`src/rtl/rv32i_lsu_wbu.sv`:
```
// rv32i_lsu_wbu: RV32I memory-access and write-back stage with variable-latency dmem handshake
// Inputs  in_*        : instruction from the EXU, held stable while stall_o is high
// Outputs stall_o     : freezes PC/IF/ID/EX while a memory access is outstanding
// Port    dmem_*      : request/grant/response data-memory interface, word-aligned address
// Outputs wb_*        : registered register-file write port
module rv32i_lsu_wbu #(
    parameter int WORD_WTH    = 32,
    parameter int ADDR_WTH    = 32,
    parameter int WB_MUX_WTH  = 2,
    parameter int REG_INX_WTH = 5
) (
    input  logic                   clk,
    input  logic                   rst,
    input  logic                   in_valid_i,
    input  logic                   in_RegW_EN_i,
    input  logic [WB_MUX_WTH-1:0]  in_RegW_sel_i,
    input  logic                   in_MemW_EN_i,
    input  logic                   in_is_lw_i,
    input  logic [2:0]             in_funct3_i,
    input  logic [WORD_WTH-1:0]    in_alu_res_i,
    input  logic [WORD_WTH-1:0]    in_store_data_i,
    input  logic [REG_INX_WTH-1:0] in_rd_inx_i,
    input  logic [ADDR_WTH-1:0]    in_pc_plus_4_i,
    output logic                   stall_o,
    output logic                   dmem_req_o,
    output logic                   dmem_we_o,
    output logic [ADDR_WTH-1:0]    dmem_addr_o,
    output logic [3:0]             dmem_be_o,
    output logic [WORD_WTH-1:0]    dmem_wdata_o,
    input  logic                   dmem_gnt_i,
    input  logic                   dmem_rvalid_i,
    input  logic [WORD_WTH-1:0]    dmem_rdata_i,
    output logic                   wb_reg_we_o,
    output logic [REG_INX_WTH-1:0] wb_rd_inx_o,
    output logic [WORD_WTH-1:0]    wb_wdata_o
);
    localparam logic [1:0] IDLE = 2'd0, REQ = 2'd1, WAIT = 2'd2;
    logic [1:0]             state_q, state_d;
    logic [ADDR_WTH-1:0]    addr_q, addr_d;
    logic [2:0]             f3_q, f3_d;
    logic [REG_INX_WTH-1:0] rd_q, rd_d;
    logic                   st_q, st_d;
    logic [3:0]             be_q, be_d;
    logic [WORD_WTH-1:0]    sd_q, sd_d;
    logic                   we_q, we_d;
    logic [REG_INX_WTH-1:0] wrd_q, wrd_d;
    logic [WORD_WTH-1:0]    wdat_q, wdat_d;
    logic                   mem, done;
    logic [1:0]             off;
    logic [3:0]             be_st;
    logic [WORD_WTH-1:0]    sd_st, ld;
    logic [7:0]             lb;
    logic [15:0]            lh;
    assign mem   = in_valid_i & (in_MemW_EN_i | in_is_lw_i);
    assign off   = in_alu_res_i[1:0];
    assign be_st = in_funct3_i == 3'b000 ? 4'b0001 << off :
                   in_funct3_i == 3'b001 ? 4'b0011 << {off[1], 1'b0} : 4'b1111;
    assign sd_st = in_funct3_i == 3'b000 ? {4{in_store_data_i[7:0]}} :
                   in_funct3_i == 3'b001 ? {2{in_store_data_i[15:0]}} : in_store_data_i;
    assign lb    = 8'(dmem_rdata_i >> {addr_q[1:0], 3'b000});
    assign lh    = addr_q[1] ? dmem_rdata_i[31:16] : dmem_rdata_i[15:0];
    assign ld    = f3_q == 3'b000 ? {{24{lb[7]}}, lb} :
                   f3_q == 3'b100 ? {24'b0, lb} :
                   f3_q == 3'b001 ? {{16{lh[15]}}, lh} :
                   f3_q == 3'b101 ? {16'b0, lh} : dmem_rdata_i;
    // A load completes either on rvalid in WAIT or on rvalid arriving together with its grant
    assign done  = dmem_rvalid_i & ((state_q == WAIT) | (state_q == REQ & dmem_gnt_i & ~st_q));
    always_comb begin
        state_d = state_q;
        addr_d  = addr_q;
        f3_d    = f3_q;
        rd_d    = rd_q;
        st_d    = st_q;
        be_d    = be_q;
        sd_d    = sd_q;
        we_d    = 1'b0;
        wrd_d   = wrd_q;
        wdat_d  = wdat_q;
        case (state_q)
            IDLE: if (mem) begin
                state_d = REQ;
                addr_d  = in_alu_res_i;
                f3_d    = in_funct3_i;
                // Folding RegW_EN into the index lets x0 suppression cover loads that never write
                rd_d    = in_RegW_EN_i ? in_rd_inx_i : '0;
                st_d    = in_MemW_EN_i;
                be_d    = be_st;
                sd_d    = sd_st;
            end else if (in_valid_i) begin
                we_d   = in_RegW_EN_i & (in_rd_inx_i != '0);
                wrd_d  = in_rd_inx_i;
                wdat_d = in_RegW_sel_i == 2'd2 ? in_pc_plus_4_i : in_alu_res_i;
            end
            REQ:     if (dmem_gnt_i) state_d = (st_q | dmem_rvalid_i) ? IDLE : WAIT;
            WAIT:    if (dmem_rvalid_i) state_d = IDLE;
            default: state_d = IDLE;
        endcase
        if (done) begin
            we_d   = rd_q != '0;
            wrd_d  = rd_q;
            wdat_d = ld;
        end
    end
    always_ff @(posedge clk) begin
        if (rst) begin
            state_q <= IDLE;
            addr_q  <= '0;
            f3_q    <= '0;
            rd_q    <= '0;
            st_q    <= 1'b0;
            be_q    <= '0;
            sd_q    <= '0;
            we_q    <= 1'b0;
            wrd_q   <= '0;
            wdat_q  <= '0;
        end else begin
            state_q <= state_d;
            addr_q  <= addr_d;
            f3_q    <= f3_d;
            rd_q    <= rd_d;
            st_q    <= st_d;
            be_q    <= be_d;
            sd_q    <= sd_d;
            we_q    <= we_d;
            wrd_q   <= wrd_d;
            wdat_q  <= wdat_d;
        end
    end
    assign stall_o      = state_q != IDLE;
    assign dmem_req_o   = state_q == REQ;
    assign dmem_we_o    = dmem_req_o & st_q;
    assign dmem_addr_o  = {addr_q[ADDR_WTH-1:2], 2'b00};
    assign dmem_be_o    = be_q;
    assign dmem_wdata_o = sd_q;
    assign wb_reg_we_o  = we_q;
    assign wb_rd_inx_o  = wrd_q;
    assign wb_wdata_o   = wdat_q;
endmodule

```
`config.mk`:
```
export PLATFORM = sky130hd
export DESIGN_NAME = rv32i_lsu_wbu
export DESIGN_NICKNAME = d
export VERILOG_FILES = /design/src/rtl/rv32i_lsu_wbu.sv
export SDC_FILE = /design/constraint.sdc
export NUM_CORES = 1
export LEC_CHECK = 0
export BUFFER_PORTS_ARGS = -buffer_cell sky130_fd_sc_hd__buf_4
export CAP_MARGIN = 20
export CORE_MARGIN = 2
export CORE_UTILIZATION = 45
export CTS_BUF_LIST = sky130_fd_sc_hd__clkbuf_8
export DETAILED_ROUTE_END_ITERATION = 6
export PLACE_DENSITY = 0.8
export SLEW_MARGIN = 40
export SYNTH_ARGS = -nofsm -noshare
export SYNTH_HDL_FRONTEND = slang
export SYNTH_SLANG_ARGS = --single-unit
```
`constraint.sdc`:
```
create_clock -name clk -period 2.7 [get_ports clk]
set_input_delay 0.54 -clock clk [delete_from_list [all_inputs] [get_ports clk]]
set_output_delay 0.54 -clock clk [all_outputs]
set_load 0.03 [all_outputs]
```
==> results.yml <==
clocking:
  path_clk_slew_ns: 0.07
  cts_resized: 0
  cts_buffers: 17
  cts_setup_buffers: 0
  htreeDepth: 4
  cts.sinks: 117
  clock_latency_ns: 0.45
  hold_buffers: 0
  cts_buffer_depth: 2
  cts_root_buffer: "clkbuf_8"
  cts_tree: "done"
global_routing:
  grt.overflow.total: 0
  track_usage_pct: 28.7
  antenna_found_initial: 0
  grt_max_degree: 56
  grt_pass1_vias: 6279
  grt_first_pass_wirelength_microns: 32600
critical_path:
  reg2regPathDepth: 4
  critPathSlowestCell: "dfxtp_1"
  r2r_start: "addr_q[1]$_SDFFE_PP0P_"
  start_kind: "register"
  startpoint: "addr_q[1]$_SDFFE_PP0P_"
  crit_type: "register to register"
  path_cells: "mux2_2 > o22ai_1 > o211ai_1 > a32o_1"
  setup.worst_path.end_class: "register"
  crit_end: "wb_wdata_o[27]$_SDFFE_PP0P_"
  path_max_fanout: 16
  cp.required_ns: 3.03
  worstPathArrival_ns: 2.44
  timing.rr.end: "wb_wdata_o[27]$_SDFFE_PP0P_"
  reg2reg_slack_ns: 0.59
  critPathMaxStageDelay_ns: 0.63
power:
  power_density_nw_per_um2: 596
  p_total_w: 0.00498
  ir_worst_vdd_uv: 473
  static-leakage-power_nw: 3.48
floorplanning:
  die_h_microns: 121
  start_util_pct: 46.2
  die-area_sq_um: 14600
  ioPinCount: 255
  core_sq_um: 13300
  num_rows: 42
  die-width_microns: 121
synthesis:
  avgSynthCellArea_sq_um: 8.18
  synth_top_cells_by_area: "dfxtp_1 38%, nand2_1 8.8%, mux2i_1 7.7%"
  ys_ff_latch: 117
  synth_cells: 751
  yosysSeqAreaShare_pct: 38.1
  synth_top_area_cell: "dfxtp_1"
  synth_edf_count: 0
  async_reset_ff_share_pct: 0
  ys.flop_type: "dfxtp_1"
  yosysTopAreaCellShare_pct: 38.1
  ys_warn_count: 0
  ys_types: 51
  syn-cell-area_sq_um: 6140
outcome:
  run_status: "finished, final reports clean"
route:
  wirelength_microns: 21100
  drtIter0Drc: 581
  met3_length_microns: 2480
  first_pass_iters: 5
  route.vias.total: 6344
  drc: 0
  drt-vias-per-instance: 5.59
  wl_met2_microns: 10200
  wirelength_met1_microns: 7800
  drt.antenna.violating_nets: 0
  highest_layer: "met4"
  wl_per_cell_microns: 18.5
cells_and_area:
  area.sequential_sq_um: 2340
  area_growth_pct: 35.9
  nNetsFinal: 1092
  drive_gt1_share_pct: 34.1
  final_common_cell: "buf_4"
  fillers: 1224
  multi_input_area_sq_um: 3250
  final_cell_mix: "270 x buf_4, 144 x nand2_1, 117 x dfxtp_1"
  n_antenna_cell: 0
  design_area_sq_um: 8350
timing:
  setup_ws_ns: 0.593
  max_slew.worst_pin.slew_ns: 0.827
  setup_tns_ns: 0
  setup_violations: 0
  slew_headroom_pct: 44.9
  fmax_ghz: 0.475
  finalCriticalPeriod_ns: 2.11
  rsz0062_at_grt: "no"
  hold_viol_final: 0
  post-route-period-util_pct: 78.0
  holdWs_ns: 0.294
  finClkSkew_ns: 0.0146
  finalMaxSlewViolations: 0
placement:
  dpl-instance-area_sq_um: 7880
  hpwlAfterDp_microns: 15700
  port_buffers: 252
  place_ws_ns: 0.466
  gp_congestion: 0.884
min_path:
  min_path_type: "primary input to register"
flow_run:
  maxCapViolCount: 0
==> worst min-delay path by stage <==
stage                                         end                          start  cells after the start  slack, ns
floorplan                 addr_q[10]$_SDFFE_PP0P_        addr_q[10]$_SDFFE_PP0P_                      2       0.44
global placement    dmem_wdata_o[25]$_SDFFE_PP0P_  dmem_wdata_o[25]$_SDFFE_PP0P_                      2       0.44
CTS                       state_q[1]$_SDFFE_PP0P_                  dmem_rvalid_i                      2       0.26
detailed placement         addr_q[4]$_SDFFE_PP0P_         addr_q[4]$_SDFFE_PP0P_                      2       0.45
finish                    state_q[1]$_SDFFE_PP0P_                  dmem_rvalid_i                      2       0.29
global route              state_q[1]$_SDFFE_PP0P_                  dmem_rvalid_i                      2       0.28
==> where the power goes <==
part / internal, W / switching (W) / total (W) / leakage (nW)
logic: 0.000477 / 0.000682 / 0.00116 / 2.29
registers: 0.00184 / 0.0000786 / 0.00192 / 0.958
clock network: 0.00114 / 0.000752 / 0.00190 / 0.230
total: 0.00346 / 0.00151 / 0.00498 / 3.48
==> worst max-delay path, delay by kind of cell (launching register included) <==
| kind | cells | cell delay [ns] |
|---|---|---|
| AOI/OAI and AO/OA | 3 | 0.95 |
| DFF | 1 | 0.63 |
| muxes | 1 | 0.42 |
==> layout make-up <==
type | instances | area share, %
Clock buffer | 19 | 3.13
Clock inverter | 13 | 2.44
Inverter | 5 | 0.225
Multi-Input combinational cell | 534 | 39.0
Sequential cell | 117 | 28.1
Tap cell | 176 | 2.64
Timing Repair Buffer | 271 | 24.5
==> cells by family after synthesis <==
logic type | count (synthesis) | share of synthesized area (%)
flops | 117 | 38.1
buf+inv | 101 | 9.25
other cells | 1 | 0.0611
compound gates | 226 | 24.4
mux | 57 | 9.68
simple gates | 249 | 18.4
==> through the flow <==
stage,instances,util [%]
after global placement,1103,59.3
after detailed placement,1103,59.3
final,1135,62.8
after CTS,1135,62.8
after floorplan,752,-
after global routing,1135,62.8
==> routing by layer <==
layer  track usage, %  up-vias
met5                0        -
met4             11.2        0
met3             11.2       41
met2             48.9      342
met1             32.2     2907
li1                 -     3054
==> Yosys cell counts, drive strengths merged (13+ instances only) <==
library cell,n
buf,67
mux2i,47
nand3,18
a21oi,81
a32o,22
dfxtp,117
nor2,40
nor2b,13
clkbuf,29
o21ai,37
o2111ai,16
nand2,144
o211ai,24
==> registers in the layout (all words and copies together) (netlist names) <==
register      count
rd_q              5
dmem_wdata_o     32
state_q           2
wb_wdata_o       32
f3_q              3
wb_rd_inx_o       5
addr_q           32
wb_reg_we_o       1
st_q              1
dmem_be_o         4
Power figures use the tool's default switching activity.
